## config.mk

```make
export PLATFORM = sky130hd
export DESIGN_NAME = alu_arbiter
export DESIGN_NICKNAME = d
export VERILOG_FILES = /design/src/rtl/alu_arbiter.sv
export SDC_FILE = /design/constraint.sdc
export NUM_CORES = 1
export LEC_CHECK = 0
export CAP_MARGIN = 5
export CORE_MARGIN = 3
export CORE_UTILIZATION = 25
export CTS_BUF_LIST = sky130_fd_sc_hd__clkbuf_2
export DETAILED_ROUTE_END_ITERATION = 6
export PLACE_DENSITY = 0.49
export SLEW_MARGIN = 20
export SYNTH_ARGS = -nofsm -noshare
export SYNTH_HDL_FRONTEND = slang
export SYNTH_SLANG_ARGS = --single-unit
export TNS_END_PERCENT = 20
```

## constraint.sdc

```tcl
create_clock -name clk -period 3.6 [get_ports clk]
set_input_delay 0.72 -clock clk [delete_from_list [all_inputs] [get_ports clk]]
set_output_delay 0.72 -clock clk [all_outputs]
set_load 0.01 [all_outputs]
```

## src/rtl/alu_arbiter.sv

```systemverilog
// Round-robin arbiter that time-shares one registered-operand ALU among NREQ requesters.
// Contains the alu it drives; one transaction (IDLE -> EXEC -> RESP) in flight at a time.

module alu #(
  parameter int N = 32
) (
  input  logic [N-1:0] a,
  input  logic [N-1:0] b,
  input  logic [3:0]   af,
  input  logic         i,
  output logic [N-1:0] res,
  output logic         ovf
);
  localparam int SHW = $clog2(N);

  logic [N-1:0]   imm_s;
  logic [N-1:0]   imm_z;
  logic [N-1:0]   op_b;
  logic [N-1:0]   sum;
  logic [N-1:0]   diff;
  logic [SHW-1:0] shamt;

  // Immediate mode takes b[15:0]: sign-extended for arithmetic/compare, zero-extended for logic ops.
  assign imm_s = {{(N-16){b[15]}}, b[15:0]};
  assign imm_z = {{(N-16){1'b0}}, b[15:0]};
  assign op_b  = i ? (af[2] ? imm_z : imm_s) : b;
  assign sum   = a + op_b;
  assign diff  = a - op_b;
  assign shamt = op_b[SHW-1:0];

  always_comb begin
    res = '0;
    ovf = 1'b0;
    case (af)
      4'b0000: begin
        res = sum;
        ovf = (a[N-1] == op_b[N-1]) && (sum[N-1] != a[N-1]);
      end
      4'b0001: res = sum;
      4'b0010: begin
        res = diff;
        ovf = (a[N-1] != op_b[N-1]) && (diff[N-1] != a[N-1]);
      end
      4'b0011: res = diff;
      4'b0100: res = a & op_b;
      4'b0101: res = a | op_b;
      4'b0110: res = a ^ op_b;
      4'b0111: res = i ? {b[15:0], {(N-16){1'b0}}} : ~(a | op_b);
      4'b1000: res = a << shamt;
      4'b1001: res = a >> shamt;
      4'b1010: res = {{(N-1){1'b0}}, ($signed(a) < $signed(op_b))};
      4'b1011: res = {{(N-1){1'b0}}, (a < op_b)};
      4'b1100: res = $signed(a) >>> shamt;
      default: res = '0;
    endcase
  end
endmodule

module alu_arbiter #(
  parameter int N    = 32,
  parameter int NREQ = 4,
  parameter int IDW  = $clog2(NREQ)
) (
  input  logic              clk,
  input  logic              rst_n,
  input  logic [NREQ-1:0]   req_valid,
  input  logic [NREQ*N-1:0] req_a,
  input  logic [NREQ*N-1:0] req_b,
  input  logic [NREQ*4-1:0] req_af,
  input  logic [NREQ-1:0]   req_i,
  output logic [NREQ-1:0]   req_ready,
  output logic [NREQ-1:0]   rsp_valid,
  input  logic [NREQ-1:0]   rsp_ready,
  output logic [N-1:0]      rsp_alures,
  output logic              rsp_ovf,
  output logic [IDW-1:0]    rsp_id,
  output logic              busy
);
  typedef enum logic [1:0] {IDLE, EXEC, RESP} state_t;

  state_t         state_reg;
  state_t         state_next;
  logic [IDW-1:0] rr_ptr_reg;
  logic [IDW-1:0] id_reg;
  logic [N-1:0]   a_reg;
  logic [N-1:0]   b_reg;
  logic [3:0]     af_reg;
  logic           i_reg;
  logic [N-1:0]   res_reg;
  logic           ovf_reg;

  logic [N-1:0]   a_arr  [NREQ];
  logic [N-1:0]   b_arr  [NREQ];
  logic [3:0]     af_arr [NREQ];

  logic           grant_found;
  logic [IDW-1:0] grant_idx;
  logic [IDW:0]   cand;
  logic           grant;
  logic           handshake;
  logic [N-1:0]   alu_res;
  logic           alu_ovf;

  genvar gi;
  generate
    for (gi = 0; gi < NREQ; gi++) begin : g_unpack
      assign a_arr[gi]  = req_a[gi*N +: N];
      assign b_arr[gi]  = req_b[gi*N +: N];
      assign af_arr[gi] = req_af[gi*4 +: 4];
    end
  endgenerate

  // First valid requester at or above rr_ptr, wrapping modulo NREQ.
  always_comb begin
    grant_found = 1'b0;
    grant_idx   = '0;
    cand        = '0;
    for (int j = 0; j < NREQ; j++) begin
      cand = {1'b0, rr_ptr_reg} + (IDW+1)'(j);
      if (cand >= (IDW+1)'(NREQ)) begin
        cand = cand - (IDW+1)'(NREQ);
      end
      if (!grant_found && req_valid[cand[IDW-1:0]]) begin
        grant_found = 1'b1;
        grant_idx   = cand[IDW-1:0];
      end
    end
  end

  assign grant     = (state_reg == IDLE) && grant_found;
  assign handshake = (state_reg == RESP) && rsp_ready[id_reg];

  always_ff @(posedge clk or negedge rst_n) begin
    if (!rst_n) begin
      state_reg <= IDLE;
    end else begin
      state_reg <= state_next;
    end
  end

  always_comb begin
    state_next = state_reg;
    case (state_reg)
      IDLE:    if (grant_found) state_next = EXEC;
      EXEC:    state_next = RESP;
      RESP:    if (handshake) state_next = IDLE;
      default: state_next = IDLE;
    endcase
  end

  always_comb begin
    req_ready = '0;
    rsp_valid = '0;
    busy      = (state_reg != IDLE);
    if (grant) begin
      req_ready = NREQ'(1) << grant_idx;
    end
    if (state_reg == RESP) begin
      rsp_valid = NREQ'(1) << id_reg;
    end
  end

  always_ff @(posedge clk or negedge rst_n) begin
    if (!rst_n) begin
      rr_ptr_reg <= '0;
      id_reg     <= '0;
      a_reg      <= '0;
      b_reg      <= '0;
      af_reg     <= '0;
      i_reg      <= 1'b0;
      res_reg    <= '0;
      ovf_reg    <= 1'b0;
    end else begin
      if (grant) begin
        a_reg      <= a_arr[grant_idx];
        b_reg      <= b_arr[grant_idx];
        af_reg     <= af_arr[grant_idx];
        i_reg      <= req_i[grant_idx];
        id_reg     <= grant_idx;
        rr_ptr_reg <= (grant_idx == IDW'(NREQ-1)) ? '0 : grant_idx + 1'b1;
      end
      // Result registers keep their value until the next EXEC; rsp_valid alone qualifies them.
      if (state_reg == EXEC) begin
        res_reg <= alu_res;
        ovf_reg <= alu_ovf;
      end
    end
  end

  alu #(.N(N)) u_alu (
    .a   (a_reg),
    .b   (b_reg),
    .af  (af_reg),
    .i   (i_reg),
    .res (alu_res),
    .ovf (alu_ovf)
  );

  assign rsp_alures = res_reg;
  assign rsp_ovf    = ovf_reg;
  assign rsp_id     = id_reg;
endmodule

```

==> out/qor_table.md, run 1 <==
| Parameter | Reported | Unit |
| --- | --- | --- |
| CP startpoint kind | register | - |
| Clock-pin slew on the worst setup and hold paths | 0.33 | ns |
| PnR Total Power | 25.6 | mW |
| Layout area overhead | 35.7 | % |
| Syn avg cell area | 7.11 | um2 |
| CP peak stage delay | 0.54 | ns |
| Total nets after synthesis | 2567 | - |
| Starting utilization of the core area | 25.5 | % |
| Routed vias/inst | 5.59 | - |
| Ratio of final minimum period to clock period | 97.8 | % |
| Main combinational cell family by area after synthesis | simple AND/OR/NAND/NOR gates | - |
| Upper clock frequency limit | 284 | MHz |
| Hold Path Class | input pin to async pin | - |
| Number of nets in the layout | 2959 | - |
| TritonCTS clock tree | yes | - |
| Number of library cell types mapped by synthesis | 94 | - |
| Max-capacitance violation count | 0 | - |
| Global route overflow | 0 | - |
| Maximum number of pins on one net before global-route repair | 140 | - |
| Portion of netlist area occupied by mux cells | 11.7 | % |
| Count of endpoints failing setup in the final report | 0 | - |
| Dominant synthesized flop cell | sky130_fd_sc_hd__dfrtp_1 | - |
| Final WS setup | 0.0787 | ns |
| Clock latency on the worst-skew pair | 0.89 | ns |
| Category of the worst setup path capture point | output port | - |
| FP Rows | 90 | - |
| Clock net sink count | 108 | - |
| Synth Area in Adders | 8.42 | % |
| Initial antenna violation count | 2 | - |
| Boundary Pins | 330 | - |
| Maximum root-to-sink buffer count | 2 | - |
| Number of buffers created by CTS | 9 | - |
| Share of cells above drive strength 1 | 14.4 | % |
| Core occupancy in the finished layout | 34.5 | % |
| Count of final hold-check violations | 0 | - |
| Required time at the endpoint of the critical path | 2.88 | ns |
| Total routing usage reported by global routing | 25.0 | % |
| CP Cell Sequence | buf_4 > nand2_1 > nor2_1 > nor3_2 > ha_1 > and2_1 > clkdlybuf4s50_1 | - |
| Share of the synthesized area in the top cell type | 17.5 | % |
| Power Internal | 10.8 | mW |
| Post-Synthesis Cell Area | 0.0155 | mm2 |
| Drc violations | 0 | - |
| Clk network pwr share | 2.6 | % |
| Share of flip-flops with an asynchronous set or reset after synthesis | 100 | % |
| IO buf count | 329 | - |
| Die Outline Area | 0.0649 | mm2 |
| Overall die width | 255 | um |
| Number of register bits inferred by synthesis | 108 | - |
| Slew Limit Fails | 0 | - |
| Post-detailed-placement half-perimeter wirelength | 66500 | um |
| Total routed wirelength | 82900 | um |
| Type of the worst setup path | register to output port | - |
| Leakage power | 8.78 | nW |
| Switching Fraction | 57.8 | % |
| Register area share after synthesis | 17.5 | % |
| Cell type with the largest total area after synthesis | sky130_fd_sc_hd__dfrtp_1 | - |
| Clock tree root buffer cell | sky130_fd_sc_hd__clkbuf_2 | - |
| Cell types occupying the most area after synthesis | sky130_fd_sc_hd__dfrtp_1, sky130_fd_sc_hd__nand2_1, sky130_fd_sc_hd__mux4_2, sky130_fd_sc_hd__ha_1, sky130_fd_sc_hd__nand3_1 | - |
| Vias in the first global route | 18100 | - |
| Warning count from the yosys run | 0 | - |
| Compound-gate portion of the synthesized area | 26.0 | % |
| Fraction of synthesized cell area in xor and xnor cells | 1.30 | % |
| Number of enable flip-flop cells after synthesis | 0 | - |
| Outcome | finished clean | - |
| Antenna-violating nets left | 0 | - |
| Worst Tran Pin Value | 1.01 | ns |
| DRT iter0 DRCs | 1964 | - |
| Height of the die | 255 | um |
| Worst slew slack as a fraction of its limit | 32.5 | % |
| Count leader, synth | sky130_fd_sc_hd__nand2_1 | - |
| CP max stage cell | sky130_fd_sc_hd__clkdlybuf4s50_1 | - |
| Total via count in the routed design | 18800 | - |
| Commonest cells in the synthesized netlist | sky130_fd_sc_hd__nand2_1, sky130_fd_sc_hd__nand3_1, sky130_fd_sc_hd__o21ai_0 | - |
| Post-route minimum period | 3.52 | ns |
| Post-placement worst setup slack | 0.0736 | ns |
| Cell count after synthesis | 2178 | - |
| Wire length of the first global-routing pass | 121000 | um |
| Core region area | 0.0608 | mm2 |
| Setup repair after global routing missed its margin | yes | - |
| IR drop worst, VDD | 0.00142 | V |
| Average detailed-routed wire length per instance | 24.7 | um |
| Worst Path Arrival | 2.80 | ns |
| Count of non-filler cells in the finished layout | 3360 | - |
| Largest clock skew in the final design | 0.0831 | ns |
| Cell Pwr Density | 1220 | mW/mm2 |
| Final weighted congestion in routability-driven placement | 0.945 | - |
| Critical path fanouts, max | 5 | - |
| Logic pwr share | 87.6 | % |
| Sequential fraction of design power | 9.8 | % |
| Fraction of the mapped netlist area in simple logic gates | 27.5 | % |
| Dpl cells | 3337 | - |
| Switching power | 14.8 | mW |
| H-tree lvl count | 3 | - |
| Detailed-routing iteration count for the pre-antenna-repair pass | 5 | - |
-- metal layers --
layer  track usage [%]  wire length [um]  vias up
met5                 0                 8        -
met4              7.80              2510        2
met3              4.86              6670      109
met2              38.7             36800      893
met1              35.2             37000     9134
li1                  -                 -     8651
-- power by group through the flow --
stage	registers, mW	logic (mW)	clock network [mW]
CTS	2.50	21.8	0.715
global placement	2.52	21.8	0
finish	2.50	22.4	0.676
global route	2.57	24.1	0.746
floorplan	2.40	12.8	0
detailed placement	2.53	21.7	0
-- cell usage in the layout (no fill, tap or decap), drive strengths merged, types with 11 or more instances in the layout --
| master | count |
|---|---|
| nor3 | 43 |
| and2 | 12 |
| a211oi | 34 |
| o21ai | 185 |
| ha | 101 |
| nor2b | 11 |
| inv | 103 |
| mux2i | 22 |
| mux4 | 66 |
| o211ai | 32 |
| o31ai | 18 |
| dfrtp | 108 |
| clkdlybuf4s50 | 325 |
| and3 | 11 |
| a21o | 18 |
| nand2 | 436 |
| nor4 | 17 |
| o2111ai | 12 |
| nor2 | 167 |
| nand3 | 194 |
| xnor2 | 20 |
| buf | 232 |
| a221oi | 26 |
| o21a | 24 |
| a22oi | 21 |
| a31oi | 15 |
| a21oi | 119 |
| nand2b | 20 |
-- worst max-delay path: cells and delay by family, from the launching register on --
kind	cells	cell delay (ns)
buffers and inverters	2	0.69
flip-flops	1	0.52
adder cells (fa/ha/maj)	1	0.22
AND/OR/NAND/NOR	4	0.54
-- cell families after synthesis --
kind of cell | after synthesis
compound gates | 609
xor+xnor | 23
fa+ha+maj | 103
buf+inv | 283
flops | 108
mux | 96
simple gates | 956
-- final timing paths --
kind                       depth (start not counted)      startpoint             end  slack (ns)
max                                                7   rr_ptr_reg[1]    req_ready[3]        0.08
max in group asynchronous                          3           rst_n  rsp_alures[15]        2.30
max reg2reg                                       12        b_reg[0]  rsp_alures[14]        0.16
min in group clk                                   5       req_b[58]       b_reg[26]        0.49
min reg2reg                                        2  rsp_alures[19]  rsp_alures[19]        0.52
min                                                2           rst_n        b_reg[6]        0.43
-- area by class of cell --
class,count,area (um2)
Antenna cell,3,7.51
Clock buffer,10,50.0
Clock inverter,6,71.3
Fill cell,6530,39800
Inverter,103,389
Multi-Input combinational cell,1787,11700
Sequential cell,108,2710
Tap cell,782,978
Timing Repair Buffer,561,5120
-- timing repair --
| item | CTS | global route |
|---|---|---|
| setup endpoints to repair | 4 | 9 |
| endpoints found under the hold margin | 49 | 0 |
| hold buffers | 1 | 0 |
| pin swaps | 1 | 1 |
| setup buffers | 2 | 1 |
| resized for setup | 3 | 10 |
-- through the flow --
stage,setup TNS (ns),instance area (um2),hold WS [ns]
after CTS,-0.0134,20900,0.377
after global routing,-0.0719,21000,0.428
after detailed placement,0,20800,0.471
final,0,21000,0.426
after floorplan,0,15500,0.424
after global placement,0,20800,0.466
(Power assumes the default switching activity.)
==> run 2, diff against run 1 <==
--- a/config.mk
+++ b/config.mk
@@ -5,12 +5,14 @@
 export SDC_FILE = /design/constraint.sdc
 export NUM_CORES = 1
 export LEC_CHECK = 0
+export ABC_AREA = 1
 export CAP_MARGIN = 5
 export CORE_MARGIN = 3
 export CORE_UTILIZATION = 25
 export CTS_BUF_LIST = sky130_fd_sc_hd__clkbuf_2
+export CTS_CLUSTER_SIZE = 12
 export DETAILED_ROUTE_END_ITERATION = 6
-export PLACE_DENSITY = 0.49
+export PLACE_DENSITY = 0.48
 export SLEW_MARGIN = 20
 export SYNTH_ARGS = -nofsm -noshare
 export SYNTH_HDL_FRONTEND = slang
==> run 2 against run 1 <==
  * The flow now finishes with violations (design-rule violations)
  * Via count grew 21%
  * Fmax shrank 1.6%
  * First-iteration DRC count grew 22%
  * Worst hold slack lost 0.26 ns
  * Clock-buffer cell count shrank 1
  * Die area grew 12%
  * Synthesized cell count grew 50%
  * Sequential cell count is the same
  * Largest cell class unchanged
  * Highest routed layer unchanged
==> out/qor_table.md, run 2 <==
| Parameter | Reported | Unit |
| --- | --- | --- |
| Share of the synthesized area in the top cell type | 25.4 | % |
| Commonest cells in the synthesized netlist | sky130_fd_sc_hd__nand2_1, sky130_fd_sc_hd__nand3_1, sky130_fd_sc_hd__inv_1 | - |
| Cell type with the largest total area after synthesis | sky130_fd_sc_hd__nand2_1 | - |
| Outcome | finished with violations | - |
| Core occupancy in the finished layout | 33.8 | % |
| Syn avg cell area | 5.33 | um2 |
| Origin of the critical flop-to-flop path | af_reg[2] | - |
| Hold Path Class | input pin to async pin | - |
| Post-Synthesis Cell Area | 0.0174 | mm2 |
| Number of enable flip-flop cells after synthesis | 0 | - |
| Critical path fanouts, max | 6 | - |
| Ratio of final minimum period to clock period | 99.5 | % |
| Crit path launch | rr_ptr_reg[0] | - |
| DRT iter0 DRCs | 2388 | - |
| Total routing usage reported by global routing | 25.9 | % |
| Fillers | 7956 | - |
| Warning count from the yosys run | 0 | - |
| Compound-gate portion of the synthesized area | 9.82 | % |
| Type of the worst setup path | register to output port | - |
| Count of final hold-check violations | 0 | - |
| Clock-pin slew on the worst setup and hold paths | 0.39 | ns |
| Final cell area excluding filler cells | 0.0232 | mm2 |
| Category of the worst setup path capture point | output port | - |
| Number of buffers created by CTS | 9 | - |
| Total via count in the routed design | 22700 | - |
| Maximum number of pins on one net before global-route repair | 216 | - |
| Fraction of synthesized cell area in xor and xnor cells | 0.194 | % |
| Worst-case reg-to-reg path depth | 21 | - |
| Maximum root-to-sink buffer count | 2 | - |
| Layout area overhead | 33.6 | % |
| Buffers & Inverters on Critical Path | 5 | - |
| Post-route minimum period | 3.58 | ns |
| Drc violations | 3 | - |
| Share of flip-flops with an asynchronous set or reset after synthesis | 100 | % |
| CP startpoint kind | register | - |
| Commonest cells after routing, fill and taps aside | sky130_fd_sc_hd__nand2_1, sky130_fd_sc_hd__nand3_1, sky130_fd_sc_hd__inv_1 | - |
| Worst Path Arrival | 2.86 | ns |
| Initial antenna violation count | 7 | - |
| Average detailed-routed wire length per instance | 21.1 | um |
| Dominant synthesized flop cell | sky130_fd_sc_hd__dfrtp_1 | - |
| Share of cells above drive strength 1 | 8.54 | % |
| Number of nets in the layout | 4048 | - |
| Setup repair after global routing missed its margin | yes | - |
| Cell family with most CP delay | simple AND/OR/NAND/NOR gates | - |
| Starting utilization of the core area | 25.3 | % |
| Antenna-violating nets left | 0 | - |
| Clock tree root buffer cell | sky130_fd_sc_hd__clkbuf_2 | - |
| Wire length of the first global-routing pass | 141000 | um |
| Cell count after synthesis | 3263 | - |
| Number of register bits inferred by synthesis | 108 | - |
| Cell types occupying the most area after synthesis | sky130_fd_sc_hd__nand2_1, sky130_fd_sc_hd__nand3_1, sky130_fd_sc_hd__dfrtp_1, sky130_fd_sc_hd__inv_1, sky130_fd_sc_hd__ha_1 | - |
| Overall die width | 270 | um |
| Main combinational cell family by area after synthesis | simple AND/OR/NAND/NOR gates | - |
| Worst slew slack as a fraction of its limit | 42.8 | % |
| Fraction of the mapped netlist area in simple logic gates | 53.0 | % |
| Minimum hold slack | 0.163 | ns |
| Required time at the endpoint of the critical path | 2.88 | ns |
| Violated checks | design-rule violations | - |
| Slew Limit Fails | 0 | - |
| Total nets after synthesis | 3652 | - |
| Detailed-routing iteration count for the pre-antenna-repair pass | 7 | - |
| Worst Tran Pin Value | 0.855 | ns |
| Count of endpoints failing setup in the final report | 0 | - |
| Core region area | 0.0687 | mm2 |
| Stages on worst setup path | 14 | - |
| IO buf count | 329 | - |
| Global route overflow | 0 | - |
| CP peak stage delay | 0.52 | ns |
| Die Outline Area | 0.0728 | mm2 |
| Routed vias/inst | 4.93 | - |
| Max-capacitance violation count | 0 | - |
| Height of the die | 270 | um |
| TritonCTS clock tree | yes | - |
| Vias in the first global route | 21700 | - |
| Clock net sink count | 108 | - |
| Post-detailed-placement half-perimeter wirelength | 80800 | um |
| Number of library cell types mapped by synthesis | 44 | - |
| Register area share after synthesis | 15.5 | % |
| Largest clock skew in the final design | 0.0661 | ns |
| Leading cell type in the layout, fill and taps excluded | sky130_fd_sc_hd__nand2_1 | - |
| Upper clock frequency limit | 279 | MHz |
| Post-Place Cell Area | 0.0229 | mm2 |
| Total routed wirelength | 97200 | um |
| CP max stage cell | sky130_fd_sc_hd__dfrtp_2 | - |
| Boundary Pins | 330 | - |
| Synth Area in Adders | 7.50 | % |
| Count leader, synth | sky130_fd_sc_hd__nand2_1 | - |
| CP Cell Sequence | buf_6 > nand2_2 > o21ai_2 > nand2_1 > nand2_2 > a21oi_2 > buf_4 > nand4_1 > nand2_4 > inv_2 > ha_1 > inv_1 > nor2_1 > buf_2 | - |
| FP Rows | 96 | - |
| H-tree lvl count | 3 | - |
| Portion of netlist area occupied by mux cells | 0 | % |
| Final weighted congestion in routability-driven placement | 1.02 | - |
| Critical path's most frequent cell | sky130_fd_sc_hd__nand2_2 | - |
| Clock latency on the worst-skew pair | 0.90 | ns |
-- run 2: changes by cell type in the layout (fill, tap and decap cells not counted), moves of 29 or more --
cell / before / now
sky130_fd_sc_hd__or2_0: 0 / 37
sky130_fd_sc_hd__o21ai_0: 172 / 117
sky130_fd_sc_hd__nand3_1: 194 / 544
sky130_fd_sc_hd__nor2_1: 166 / 197
sky130_fd_sc_hd__inv_1: 95 / 435
sky130_fd_sc_hd__nand3b_1: 4 / 46
sky130_fd_sc_hd__mux4_2: 63 / 0
sky130_fd_sc_hd__nand4_1: 8 / 37
sky130_fd_sc_hd__nand2_1: 436 / 1169
-- run 2: final timing paths --
path	endpoint	slack [ns]
setup / recovery	req_ready[2]	0.02
hold / removal	b_reg[13]	0.16
setup reg to reg	rsp_alures[0]	0.30
hold reg to reg	rsp_alures[0]	0.52
max in group asynchronous	rsp_alures[0]	2.62
min in group clk	b_reg[1]	0.41
-- run 2: worst register-to-register path, stage by stage, from the launching register on --
cell                      delay, ns
sky130_fd_sc_hd__dfrtp_1       0.49
sky130_fd_sc_hd__inv_1         0.15
sky130_fd_sc_hd__a21oi_1       0.09
sky130_fd_sc_hd__inv_1         0.10
sky130_fd_sc_hd__buf_12        0.15
sky130_fd_sc_hd__o21ai_0       0.10
sky130_fd_sc_hd__buf_4         0.17
sky130_fd_sc_hd__ha_1          0.35
sky130_fd_sc_hd__buf_4         0.20
sky130_fd_sc_hd__nor2_1        0.14
sky130_fd_sc_hd__inv_1         0.10
sky130_fd_sc_hd__nor2_1        0.13
sky130_fd_sc_hd__nand2_1       0.14
sky130_fd_sc_hd__buf_4         0.17
sky130_fd_sc_hd__nor3_1        0.14
sky130_fd_sc_hd__nand2_1       0.09
sky130_fd_sc_hd__nand2_1       0.08
sky130_fd_sc_hd__nand2_1       0.04
sky130_fd_sc_hd__nand3_1       0.08
sky130_fd_sc_hd__nand2_1       0.11
sky130_fd_sc_hd__nand2_1       0.11
sky130_fd_sc_hd__nand2_1       0.05
-- run 2: kinds of logic (layout without fill, tap and decap cells) --
kind of cell / after synthesis / after routing
AO/OA/AOI/OAI: 302 / 302
XOR/XNOR: 3 / 3
adder cells (fa/ha/maj): 103 / 103
buffers and inverters: 616 / 1017
flip-flops: 108 / 108
other: 0 / 5
AND/OR/NAND/NOR: 2131 / 2131
-- run 2: through the flow --
stage               std cells  setup slack, ns  setup TNS, ns
global placement         4568           -0.163         -0.479
global route             4600           -0.174         -0.683
floorplan                3263            0.693              0
detailed placement       4568           -0.121         -0.308
finish                   4600           0.0197              0
CTS                      4589          -0.0551        -0.0551
-- run 2: what timing repair did --
action | 4_1_cts | 5_1_grt
pin swaps | 10 | 13
cloned | 0 | 0
resized for setup | 42 | 14
setup endpoints to repair | 4 | 4
endpoints found under the hold margin | 62 | 0
hold buffers | 1 | 0
buffers inserted | 4 | 6
-- run 2: area by class of cell --
| cell class | count | area (um2) | share of cell area, % |
|---|---|---|---|
| Inverter | 450 | 1690 | 7.28 |
| Sequential cell | 108 | 2710 | 11.7 |
| Tap cell | 931 | 1160 | 5.01 |
| Clock buffer | 9 | 45.0 | 0.194 |
| Clock inverter | 7 | 67.6 | 0.291 |
| Multi-Input combinational cell | 2539 | 12400 | 53.4 |
| Antenna cell | 5 | 12.5 | 0.0538 |
| Timing Repair Buffer | 551 | 5130 | 22.1 |
-- run 2: routing by layer --
metal	wire length (um)	GRT usage, %	vias to the layer above
met4	4410	10.9	2
met2	43700	41.9	946
met1	41400	33.6	10400
li1	-	-	11200
met3	7670	5.13	139
met5	11	0	-
Power of run 2 is left out: the tool's default activity adds up to more than one toggle a clock period on the data nets, which glitch-free logic cannot reach.
==> run 3, diff against run 2 <==
--- a/config.mk
+++ b/config.mk
@@ -13,7 +13,7 @@
 export CTS_CLUSTER_SIZE = 12
 export DETAILED_ROUTE_END_ITERATION = 6
 export PLACE_DENSITY = 0.48
-export SLEW_MARGIN = 20
+export SLEW_MARGIN = 10
 export SYNTH_ARGS = -nofsm -noshare
 export SYNTH_HDL_FRONTEND = slang
 export SYNTH_SLANG_ARGS = --single-unit
==> run 3 against run 2 <==
  * The flow still finishes with violations (design-rule violations)
  * Non-clock buffer count unchanged
  * Die area unchanged
  * Clock skew decreased by 0.0040 ns
  * Final cell count about the same
  * Worst hold slack improved by 0.0070 ns
==> out/qor_table.md, run 3 (same netlist as run 2, synthesis figures left out) <==
| Parameter | Reported | Unit |
| --- | --- | --- |
| Height of the die | 270 | um |
| Total via count in the routed design | 22700 | - |
| Antenna-violating nets left | 0 | - |
| Total routing usage reported by global routing | 25.9 | % |
| Detailed-routing iteration count for the pre-antenna-repair pass | 7 | - |
| Boundary Pins | 330 | - |
| Maximum number of pins on one net before global-route repair | 216 | - |
| Die Outline Area | 0.0728 | mm2 |
| Post-route minimum period | 3.57 | ns |
| TritonCTS clock tree | yes | - |
| Setup repair after global routing missed its margin | yes | - |
| Maximum root-to-sink buffer count | 2 | - |
| Routed vias/inst | 4.93 | - |
| Count of final hold-check violations | 0 | - |
| Layout area overhead | 33.6 | % |
| Hold Path Class | input pin to async pin | - |
| Clock net sink count | 108 | - |
| Post-detailed-placement half-perimeter wirelength | 80800 | um |
| Required time at the endpoint of the critical path | 2.88 | ns |
| Worst Path Arrival | 2.85 | ns |
| Critical path fanouts, max | 6 | - |
| Outcome | finished with violations | - |
| Count of endpoints failing setup in the final report | 0 | - |
| Starting utilization of the core area | 25.3 | % |
| Slew Limit Fails | 0 | - |
| Worst slew slack as a fraction of its limit | 17.7 | % |
| Ratio of final minimum period to clock period | 99.2 | % |
| Largest clock skew in the final design | 0.0620 | ns |
| Vias in the first global route | 21700 | - |
| Clock latency on the worst-skew pair | 0.89 | ns |
| Number of nets in the layout | 4048 | - |
| IO buf count | 329 | - |
| Upper clock frequency limit | 280 | MHz |
| Final weighted congestion in routability-driven placement | 1.02 | - |
| Clock tree root buffer cell | sky130_fd_sc_hd__clkbuf_2 | - |
| Wire length of the first global-routing pass | 141000 | um |
| FP Rows | 96 | - |
| Global route overflow | 0 | - |
| Violated checks | design-rule violations | - |
| DRT iter0 DRCs | 2408 | - |
| Type of the worst setup path | register to output port | - |
| Overall die width | 270 | um |
| Commonest cells after routing, fill and taps aside | sky130_fd_sc_hd__nand2_1, sky130_fd_sc_hd__nand3_1, sky130_fd_sc_hd__inv_1 | - |
| Post-Place Cell Area | 0.0229 | mm2 |
| Number of buffers created by CTS | 9 | - |
| Average detailed-routed wire length per instance | 21.1 | um |
| Category of the worst setup path capture point | output port | - |
| Total routed wirelength | 97200 | um |
| Clock-pin slew on the worst setup and hold paths | 0.39 | ns |
| Initial antenna violation count | 7 | - |
| Worst Tran Pin Value | 1.23 | ns |
| CP startpoint kind | register | - |
| Leading cell type in the layout, fill and taps excluded | sky130_fd_sc_hd__nand2_1 | - |
| Fillers | 7955 | - |
| H-tree lvl count | 3 | - |
| Drc violations | 2 | - |
| Share of cells above drive strength 1 | 8.52 | % |
| Core region area | 0.0687 | mm2 |
| Final cell area excluding filler cells | 0.0232 | mm2 |
| Max-capacitance violation count | 0 | - |
run 3: cell count changes in the layout (fill, tap and decap cells not counted), sizes merged:
| cell | before | now |
|---|---|---|
| diode | 5 | 6 |
run 3: layer usage:
metal | share of wire [%] | wire length (um) | GRT usage, %
met5 | 0.021 | 20 | 0
met4 | 4.6 | 4470 | 10.9
met3 | 7.9 | 7660 | 5.13
met2 | 45 | 43500 | 41.9
met1 | 43 | 41500 | 33.6
run 3: final timing paths:
check	endpoint	startpoint	cells after the start	slack [ns]
hold / removal	b_reg[13]	rst_n	2	0.17
setup reg to reg	rsp_alures[0]	af_reg[2]	21	0.29
min in group clk	a_reg[30]	req_a[30]	5	0.42
max in group asynchronous	rsp_alures[0]	rst_n	3	2.61
hold reg to reg	rsp_alures[0]	rsp_alures[0]	2	0.52
setup / recovery	req_ready[2]	rr_ptr_reg[0]	14	0.03
run 3: area by class of cell:
cell class	count	area [um2]	share of cell area, %
clock inverter	7	67.6	0.291
inverter	450	1690	7.28
multi-input combinational	2539	12400	53.4
timing repair buffer	551	5130	22.1
clock buffer	9	45.0	0.194
tap	931	1160	5.01
sequential	108	2710	11.7
antenna	6	15.0	0.0646
run 3: per-stage QoR:
stage                     hold slack (ns)  TNS (ns)  instances  worst slack, ns  util (%)
after floorplan                     0.424         0       3263            0.693         -
after global placement              0.464    -0.479       4568           -0.163      33.3
after detailed placement            0.467    -0.308       4568           -0.121      33.3
after CTS                           0.127   -0.0551       4589          -0.0551      33.7
after global routing                0.142    -0.683       4600           -0.174      33.8
final                               0.170         0       4601           0.0274      33.8
run 3: worst max-delay path, cell delays in order (launching register included):
cell                      delay [ns]
sky130_fd_sc_hd__dfrtp_2        0.52
sky130_fd_sc_hd__buf_6          0.15
sky130_fd_sc_hd__nand2_2        0.07
sky130_fd_sc_hd__o21ai_2        0.06
sky130_fd_sc_hd__nand2_1        0.10
sky130_fd_sc_hd__nand2_2        0.09
sky130_fd_sc_hd__a21oi_2        0.14
sky130_fd_sc_hd__buf_4          0.13
sky130_fd_sc_hd__nand4_1        0.13
sky130_fd_sc_hd__nand2_4        0.13
sky130_fd_sc_hd__inv_2          0.05
sky130_fd_sc_hd__ha_1           0.18
sky130_fd_sc_hd__inv_1          0.05
sky130_fd_sc_hd__nor2_1         0.04
sky130_fd_sc_hd__buf_2          0.13
run 3: what timing repair did:
| item | 4_1_cts | 5_1_grt |
|---|---|---|
| pin swaps | 10 | 13 |
| hold endpoints to repair | 62 | 0 |
| buffers inserted | 4 | 6 |
| endpoints found under the setup margin | 4 | 4 |
| hold buffers | 1 | 0 |
| gates resized for setup | 42 | 14 |
Power of run 3 is left out for the same reason.
